### src/rtl/booth_mult_ctrl.sv
// rtl/booth_mult_ctrl.sv - radix-2 Booth multiplier sequencing controller
// Optional feature macro: BOOTH_EARLY_SKIP_EN (skip ARITH when {Q[0],q} is 00 or 11)
`timescale 1ns/1ps
module booth_mult_ctrl #(
    parameter int data_Width = 4
) (
    input  logic                      clk,
    input  logic                      rst,
    input  logic                      start,
    input  logic [data_Width-1:0]     multiplicand,
    input  logic [data_Width-1:0]     multiplier,
    output logic                      busy,
    output logic                      done,
    output logic [2*data_Width-1:0]   product,
    output logic                      alu_en,
    output logic [1:0]                alu_func,
    output logic [data_Width-1:0]     alu_ac,
    output logic [data_Width-1:0]     alu_q,
    output logic                      alu_q0,
    output logic [data_Width-1:0]     alu_multiplicand,
    input  logic                      alu_valid,
    input  logic [2*data_Width:0]     alu_out
);

    localparam int W  = data_Width;
    localparam int CW = $clog2(W) + 1;

    localparam logic [1:0] FUNC_SUB = 2'b00;
    localparam logic [1:0] FUNC_ADD = 2'b01;
    localparam logic [1:0] FUNC_ASR = 2'b10;

    typedef enum logic [1:0] {
        IDLE  = 2'd0,
        ARITH = 2'd1,
        SHIFT = 2'd2,
        DONE  = 2'd3
    } state_t;

    state_t            state_q;
    logic [W-1:0]      ac_q;
    logic [W-1:0]      qr_q;
    logic              q0_q;
    logic [W-1:0]      m_q;
    logic [CW-1:0]     cnt_q;
    logic              ovf_q;
    logic              busy_q;
    logic              done_q;
    logic [2*W-1:0]    product_q;
    logic              alu_en_q;
    logic [1:0]        alu_func_q;

    logic [W-1:0]      arith_res_d;
    logic              ovf_d;
    logic [2*W:0]      shift_d;
    logic [CW-1:0]     cnt_dec_d;
    logic [2:0]        idle_ctl_d;
    logic [2:0]        iter_ctl_d;

    // Returns {alu_en, alu_func} for the add/subtract step of one Booth iteration.
    function automatic logic [2:0] arith_ctl(input logic q_lsb, input logic q_ext);
        case ({q_lsb, q_ext})
            2'b10:   arith_ctl = {1'b1, FUNC_SUB};
            2'b01:   arith_ctl = {1'b1, FUNC_ADD};
            default: arith_ctl = {1'b0, FUNC_SUB};
        endcase
    endfunction

    // The ALU works on W-bit AC and loses the sign when AC+-M overflows (e.g. M = -2^(W-1)).
    // Remembering the overflow and repairing the shifted-in sign bit keeps the product exact.
    always_comb begin
        arith_res_d = alu_out[2*W:W+1];
        ovf_d       = 1'b0;
        if (alu_func_q == FUNC_SUB)
            ovf_d = (ac_q[W-1] != m_q[W-1]) && (arith_res_d[W-1] != ac_q[W-1]);
        else
            ovf_d = (ac_q[W-1] == m_q[W-1]) && (arith_res_d[W-1] != ac_q[W-1]);
        shift_d       = alu_out;
        shift_d[2*W]  = alu_out[2*W] ^ ovf_q;
        cnt_dec_d     = cnt_q - CW'(1);
        idle_ctl_d    = arith_ctl(multiplier[0], 1'b0);
        iter_ctl_d    = arith_ctl(shift_d[1], shift_d[0]);
    end

    always_ff @(posedge clk) begin
        if (rst) begin
            state_q    <= IDLE;
            ac_q       <= '0;
            qr_q       <= '0;
            q0_q       <= 1'b0;
            m_q        <= '0;
            cnt_q      <= '0;
            ovf_q      <= 1'b0;
            busy_q     <= 1'b0;
            done_q     <= 1'b0;
            product_q  <= '0;
            alu_en_q   <= 1'b0;
            alu_func_q <= FUNC_SUB;
        end else begin
            case (state_q)
                IDLE: begin
                    if (start) begin
                        m_q    <= multiplicand;
                        qr_q   <= multiplier;
                        ac_q   <= '0;
                        q0_q   <= 1'b0;
                        cnt_q  <= CW'(W);
                        ovf_q  <= 1'b0;
                        busy_q <= 1'b1;
`ifdef BOOTH_EARLY_SKIP_EN
                        if (!idle_ctl_d[2]) begin
                            state_q    <= SHIFT;
                            alu_en_q   <= 1'b1;
                            alu_func_q <= FUNC_ASR;
                        end else begin
                            state_q    <= ARITH;
                            alu_en_q   <= idle_ctl_d[2];
                            alu_func_q <= idle_ctl_d[1:0];
                        end
`else
                        state_q    <= ARITH;
                        alu_en_q   <= idle_ctl_d[2];
                        alu_func_q <= idle_ctl_d[1:0];
`endif
                    end
                end
                ARITH: begin
                    if (!alu_en_q) begin
                        state_q    <= SHIFT;
                        ovf_q      <= 1'b0;
                        alu_en_q   <= 1'b1;
                        alu_func_q <= FUNC_ASR;
                    end else if (alu_valid) begin
                        ac_q       <= arith_res_d;
                        ovf_q      <= ovf_d;
                        state_q    <= SHIFT;
                        alu_en_q   <= 1'b1;
                        alu_func_q <= FUNC_ASR;
                    end
                end
                SHIFT: begin
                    if (alu_valid) begin
                        {ac_q, qr_q, q0_q} <= shift_d;
                        ovf_q <= 1'b0;
                        cnt_q <= cnt_dec_d;
                        if (cnt_dec_d == '0) begin
                            state_q    <= DONE;
                            product_q  <= shift_d[2*W:1];
                            done_q     <= 1'b1;
                            alu_en_q   <= 1'b0;
                            alu_func_q <= FUNC_SUB;
`ifdef BOOTH_EARLY_SKIP_EN
                        end else if (!iter_ctl_d[2]) begin
                            state_q    <= SHIFT;
                            alu_en_q   <= 1'b1;
                            alu_func_q <= FUNC_ASR;
`endif
                        end else begin
                            state_q    <= ARITH;
                            alu_en_q   <= iter_ctl_d[2];
                            alu_func_q <= iter_ctl_d[1:0];
                        end
                    end
                end
                DONE: begin
                    state_q <= IDLE;
                    done_q  <= 1'b0;
                    busy_q  <= 1'b0;
                end
                default: begin
                    state_q    <= IDLE;
                    busy_q     <= 1'b0;
                    done_q     <= 1'b0;
                    alu_en_q   <= 1'b0;
                    alu_func_q <= FUNC_SUB;
                end
            endcase
        end
    end

    assign busy             = busy_q;
    assign done             = done_q;
    assign product          = product_q;
    assign alu_en           = alu_en_q;
    assign alu_func         = alu_func_q;
    assign alu_ac           = ac_q;
    assign alu_q            = qr_q;
    assign alu_q0           = q0_q;
    assign alu_multiplicand = m_q;

endmodule

### config.mk
export PLATFORM = sky130hd
export DESIGN_NAME = booth_mult_ctrl
export DESIGN_NICKNAME = d
export VERILOG_FILES = /design/src/rtl/booth_mult_ctrl.sv
export SDC_FILE = /design/constraint.sdc
export NUM_CORES = 1
export LEC_CHECK = 0
export BUFFER_PORTS_ARGS = -buffer_cell sky130_fd_sc_hd__buf_2
export CAP_MARGIN = 20
export CORE_ASPECT_RATIO = 1.25
export CORE_MARGIN = 2
export CORE_UTILIZATION = 33
export CTS_CLUSTER_DIAMETER = 120
export DETAILED_ROUTE_END_ITERATION = 12
export SLEW_MARGIN = 20
export SYNTH_ARGS = -nofsm -noshare
export SYNTH_HDL_FRONTEND = slang
export SYNTH_SLANG_ARGS = --single-unit
export TNS_END_PERCENT = 1
### constraint.sdc
create_clock -name clk -period 1.8 [get_ports clk]
set_clock_uncertainty 0.15 [all_clocks]
set_input_delay 0.09 -clock clk [delete_from_list [all_inputs] [get_ports clk]]
set_output_delay 0.09 -clock clk [all_outputs]
set_load 0.05 [all_outputs]
==> results by group, run 1 <==
Outcome
  – Status: finished clean

Die
  – Starting Density: 34.7%
  – Die X-Extent: approximately 65 um
  – DIE AREA: 5250 um2
  – Core ar.: 4460 um2
  – Ports: 47
  – Die height: 80.5 um
  – Placement Rows: 27

Pwr
  – Internal power: 1.51 mW
  – Sequential share of power: between 30% and 40%
  – IR drop worst, VDD: between 0.4 and 0.5 mV
  – Power Dens Cells: 1110 nW/um2
  – Comb pwr share: roughly 44%
  – Switching Fraction: 38.6%
  – Switch Pwr: ~0.95 mW
  – Static Leakage: 1.03 nW
  – Clock power frac: 20.9%
  – Total power after layout: 2.46 mW

GRT
  – Vias in the first global route: 1405
  – Largest net degree at the start of global routing: 29
  – Total grt overflow: 0
  – First-pass GRT wire length: 6070 um
  – Initial antenna violation count: 0
  – Total track usage: 15.1%

Min path
  – Hold Path Origin: multiplier[3]
  – Cell depth of the worst hold path: 3
  – Hold WC Path Type: input pin to flop
  – Worst Hold Endpoint: alu_q[3]

Drt
  – DRT met1 WL: 1560 um
  – Vias post-DR: about 1500
  – Total wire length: 3730 um
  – Met2 Wirelength: 1890 um
  – Starting DRC count in detailed routing: 71
  – 1st-pass router iterations: 4
  – DRT antenna net count: 0
  – DR top layer: met4
  – DR vias/cell: 4.86
  – Routed wire per std cell: between 10 and 15 um
  – DR DRC count: 0
  – Routed wl met3: 217 um

Worst setup path
  – Reg2Reg Depth: 6
  – Crit path kind: flop to flop
  – R2R setup slack: 0.07 ns
  – Worst EP arrival: about 1.8 ns
  – Startpoint Class: flop
  – Critical Path Sink Type: flop
  – Reg2Reg Launch Point: state_q[0]
  – Worst flop-to-flop path endpoint: alu_q0
  – Worst endpoint required time: 1.83 ns
  – Max FO, Critical Path: 5

Synthesis
  – Post-Syn Area per Cell: around 9.0 um2
  – Top cell type by total area after synthesis: dfxtp_1
  – Distinct cells, synth: 39
  – EDFF count, synth: 0
  – Post-Syn Nets: 201
  – Most common cell in the netlist: dfxtp_1
  – Top post-synthesis cells by count: 32 x dfxtp_1, 21 x nor2_1, 14 x mux2i_1
  – Area contributors post-synth: dfxtp_1 41%, mux2i_1 9.1%, ha_1 6.5%, nor2_1 5.1%, a21oi_1 3.6%
  – Synth Warn #: 0
  – Post-Synthesis Cells: 172
  – Fraction of registers with async set/reset: 0%
  – Area share of the leading cell type in the synthesized netlist: 41.5%
  – Area of the mapped netlist: 1550 um2
  – #FFs+latches synth: 32
  – Register area share after synthesis: ~41%
  – Main synth FF type: dfxtp_1

STA
  – Setup TNS: 0 ns
  – Least-Margin Pin Slew: 0.482 ns
  – Worst setup margin: 0.0668 ns
  – Unrepaired setup endpoints after global routing: true
  – Max-slew headroom: 67.8%
  – Fmax: 0.577 GHz
  – Fin crit period: 1.73 ns
  – Fin. max-slew vios: 0
  – Endpoints failing setup: 0
  – Fin. Hold Viols: 0
  – Tcrit/Tclk final: 96.3%

Placed design
  – GP Congestion: 0.749
  – DP Wirelength: 2690 um
  – Port Buf Inserts: 46
  – Post-place setup slack: 0.0158 ns

CTS
  – CTS Sinks: 32
  – Clock Tree Buf Depth: 2
  – Worst-Skew Late Latency: 0.29 ns
  – CTS root buf: clkbuf_8
  – CTS tree: done
  – Max H-tree Level: 2
  – Num CTS Buffers: 5
  – Clk slew on worst S/H paths: 0.07 ns

Cells and area
  – NumNets Final: 277
  – Area growth, synth to finish: 43.5%
  – Layout cells sized above 1: a little under a third
  – Diode count: 0

Job
  – Max_cap viols: 0
-- stage by stage --
step / hold WS (ns) / cell area [um2] / util [%] / cells
6_report: 0.00248 / 2220 / 49.7 / 306
5_1_grt: 0.0160 / 2220 / 49.7 / 306
4_1_cts: 0.00170 / 2170 / 48.6 / 306
3_5_place_dp: 0.202 / 1920 / 43.2 / 283
3_3_place_gp: 0.187 / 1920 / 43.2 / 283
2_1_floorplan: 0.0839 / 1550 / - / 172
-- cells in the final DEF, fill, tap and decap left out, drive strengths merged, types with 2 or more instances in the layout --
master        n
nand2b        6
nor2b         3
nand3         9
clkbuf        6
mux2i        14
or3           3
and3          2
inv          13
nor2         21
dlygate4sd3  16
a21oi        11
dfxtp        32
ha            8
a211oi        5
a221oi        2
o21ai         6
nand2        11
nor3          2
buf          59
o32ai         3
-- per-layer routing --
layer	vias up	global-route usage, %
li1	753	-
met1	687	16.6
met2	40	26.4
met5	-	0
met4	0	7.50
met3	6	4.20
-- repair_timing --
item,CTS,global route
resized for setup,1,11
endpoints found under the setup margin,1,23
hold endpoints to repair,15,0
setup buffers,0,0
hold buffers,16,0
pin swaps,0,2
-- cell type report --
type                            count  area [um2]
Clock buffer                        6        72.6
Clock inverter                      1        5.00
Fill cell                         438        2240
Inverter                           13        48.8
Multi-Input combinational cell    121         881
Sequential cell                    32         642
Tap cell                           58        72.6
Timing Repair Buffer               75         495
-- worst max-delay path: stages, from the launching register on --
cell and delay (ns):
dfxtp_1 0.31, inv_1 0.13, ha_2 0.25, nor2_1 0.11, or3_4 0.42, a22oi_1 0.20, nor2_1 0.05
-- power groups by stage --
stage	clock, mW	combinational [mW]	sequential (mW)
after floorplan	0	0.457	1.08
after global placement	0	0.977	0.866
after detailed placement	0	0.984	0.865
after CTS	0.532	1.03	0.849
after global routing	0.562	1.18	0.866
final	0.515	1.09	0.854
-- state kept, by name (all words and copies together) (netlist names) --
name and flops:
alu_multiplicand 4, alu_func 2, done 1, state_q 2, alu_ac 4, busy 1, alu_en 1, ovf_q 1
cnt_q 3, alu_q 4, alu_q0 1, product 8
-- cells by family after synthesis --
logic type                 synth area share [%]
buffers and inverters                      4.70
and+or+nand+nor                            19.9
muxes                                      9.07
DFF                                        41.5
adders and majority gates                  6.48
AOI/OAI and AO/OA                          17.2
xor gates and xnor gates                   1.13
-- worst max-delay path by stage --
stage	start	to	slack, ns	cells past startpoint
finish	state_q[0]	alu_q0	0.07	6
detailed placement	state_q[1]	alu_q0	0.02	6
CTS	state_q[0]	alu_q[2]	0.02	8
floorplan	state_q[0]	alu_ac[3]	0.03	6
global placement	state_q[1]	alu_q0	0.02	6
global route	state_q[0]	alu_q0	-0.02	6
(Power assumes the default switching activity.)
==> inputs of run 2 (changes only) <==
Settings changed: CORE_ASPECT_RATIO 1.25 to 0.8.
==> run 2 against run 1 <==
  * Via count shrank 2.0%
  * Global-route usage is 0.47 points higher
  * Worst hold slack improved by 0.019 ns
  * Sequential share of layout area shrank 0.50 points
  * Core utilization grew 0.14 points
  * Largest power group unchanged
  * Maximum frequency about the same
  * Critical endpoint is now alu_func[0]
  * Critical path depth grew 1
  * Die area stayed put
  * Combinational power hardly changed
==> results by group, run 2 (synthesized netlist as in run 1, its figures left out) <==
Outcome
  – Status: finished clean

CTS
  – Worst-Skew Late Latency: 0.28 ns (about the same)
  – Clock Tree Buf Depth: 2 (unchanged)
  – Num CTS Buffers: 5 (unchanged)
  – Clk slew on worst S/H paths: 0.07 ns (about the same)
  – CTS root buf: clkbuf_8
  – CTS Sinks: 32 (unchanged)
  – Max H-tree Level: 2 (unchanged)
  – CTS tree: done

Pwr
  – Internal power: 1.65 mW (+9.2%)
  – Power Dens Cells: 1170 nW/um2 (+5.4%)
  – Switching Fraction: 37.7% (-0.89 points)
  – Sequential share of power: 32.0% (-2.8 points)
  – Total power after layout: 2.65 mW (+7.6%)
  – Switch Pwr: 0.998 mW (+5.2%)
  – IR drop worst, VDD: 0.634 mV (+47%)
  – Clock power frac: 26.4% (+5.5 points)
  – Static Leakage: 1.05 nW (+1.7%)
  – Comb pwr share: 41.7% (-2.6 points)

Worst setup path
  – Worst flop-to-flop path endpoint: alu_func[0]
  – R2R setup slack: 0.07 ns (about the same)
  – Max FO, Critical Path: 9 (+4)
  – Worst EP arrival: 1.80 ns (+0.04 ns)
  – Crit path kind: flop to flop
  – Reg2Reg Launch Point: state_q[0]
  – Worst endpoint required time: 1.87 ns (+0.04 ns)
  – Reg2Reg Depth: 7 (+1)
  – Startpoint Class: flop
  – Critical Path Sink Type: flop

GRT
  – Initial antenna violation count: 0 (unchanged)
  – Largest net degree at the start of global routing: 26 (-10%)
  – Total grt overflow: 0 (unchanged)
  – Total track usage: 15.6% (+0.47 points)
  – First-pass GRT wire length: 6280 um (+3.5%)
  – Vias in the first global route: 1361 (-3.1%)

Placed design
  – Port Buf Inserts: 46 (unchanged)
  – DP Wirelength: 2660 um (-0.89%)
  – GP Congestion: 0.824 (+10%)
  – Dpl cells: 286 (+1.1%)

Min path
  – Worst Hold Endpoint: alu_q[0]
  – Cell depth of the worst hold path: 3 (unchanged)
  – Hold Path Origin: multiplier[0]
  – Hold WC Path Type: input pin to flop

Die
  – DIE AREA: 5250 um2 (unchanged)
  – Die X-Extent: 80.5 um (+23%)
  – Die height: 65.2 um (-19%)
  – Starting Density: 34.0% (-0.63 points)
  – Core ar.: 4540 um2 (+1.9%)
  – Ports: 47 (unchanged)
  – Placement Rows: 22 (-19%)

Cells and area
  – Diode count: 0 (unchanged)
  – Non-Filler Instances: 312 (+2.0%)
  – Commonest non-fill, non-tap cell in the layout: buf_2
  – NumNets Final: 280 (+1.1%)
  – Most frequent cells in the layout: 46 x buf_2, 29 x dfxtp_1, 21 x nor2_1, 17 x dlygate4sd3_1
  – Layout cells sized above 1: 34.5% (+2.7 points)
  – Max FFs per register: 8 (unchanged)
  – Area growth, synth to finish: 46.6%

STA
  – Max-slew headroom: 70.6% (+2.7 points)
  – Fin crit period: 1.73 ns (-0.000547 ns)
  – Tcrit/Tclk final: 96.3% (about the same)
  – Endpoints failing setup: 0 (unchanged)
  – Worst hold slack: 0.0215 ns (+0.0190 ns)
  – Fin. max-slew vios: 0 (unchanged)
  – Fmax: 0.577 GHz (about the same)
  – Fin. Hold Viols: 0 (unchanged)
  – Least-Margin Pin Slew: 0.441 ns (-0.0409 ns)

Drt
  – DRT antenna net count: 0 (unchanged)
  – Starting DRC count in detailed routing: 51 (-28%)
  – DR DRC count: 0 (unchanged)
  – DR vias/cell: 4.67 (-3.9%)
  – Routed wire per std cell: 12.5 um (+2.8%)
  – Total wire length: 3910 um (+4.9%)
  – Vias post-DR: 1456 (-2.0%)
  – 1st-pass router iterations: 4 (unchanged)

Job
  – Max_cap viols: 0 (unchanged)
## run 2: final cells by class
class	instances	area (um2)
fillers	445	2280
clock inverters	3	42.5
inverters	13	48.8
well taps	60	75.1
multi-input cells	121	868
flip-flops and latches	32	644
clock buffers	5	68.8
repair buffers	78	517
## run 2: how the worst max path moves through the flow
stage                        to  depth (start not counted)  slack (ns)       start
detailed placement  alu_func[0]                          7        0.02  state_q[0]
CTS                 alu_func[0]                          7        0.05  state_q[0]
global route          alu_ac[1]                          7      -0.004  state_q[1]
floorplan             alu_ac[3]                          6        0.03  state_q[0]
global placement    alu_func[0]                          7        0.04  state_q[1]
finish              alu_func[0]                          7        0.07  state_q[0]
## run 2: stage by stage
step	utilization (%)	cell area, um2	worst slack, ns	setup TNS (ns)
after floorplan	-	1550	0.0330	0
after global placement	42.6	1930	0.0431	0
after detailed placement	42.6	1930	0.0179	0
after CTS	48.9	2220	0.0527	0
after global routing	49.9	2260	-0.00399	-0.00399
final	49.9	2260	0.0673	0
## run 2: repair_timing
action | 4_1_cts | 5_1_grt
resized for setup | 2 | 12
endpoints found under the hold margin | 16 | 0
buffers inserted | 0 | 1
pin swaps | 0 | 4
endpoints found under the setup margin | 1 | 11
hold buffers | 17 | 0
## run 2: worst max-delay path, stage by stage (launching register included)
cell and delay, ns:
dfxtp_2 0.33, inv_2 0.04, ha_1 0.21, buf_4 0.18, a21oi_4 0.15, o211ai_2 0.15, a211o_1 0.29, a21oi_1 0.14
## run 2: power by group through the flow
stage	combinational (mW)	sequential (mW)	clock, mW
CTS	1.05	0.841	0.713
detailed placement	0.995	0.856	0
global placement	0.993	0.855	0
finish	1.10	0.845	0.697
floorplan	0.457	1.08	0
global route	1.19	0.857	0.751
## run 2: routing by layer
metal	part of all wire, %	global-route usage, %
met5	0	0
met4	2.2	6.78
met3	3.7	3.85
met2	44	23.5
met1	50	21.1
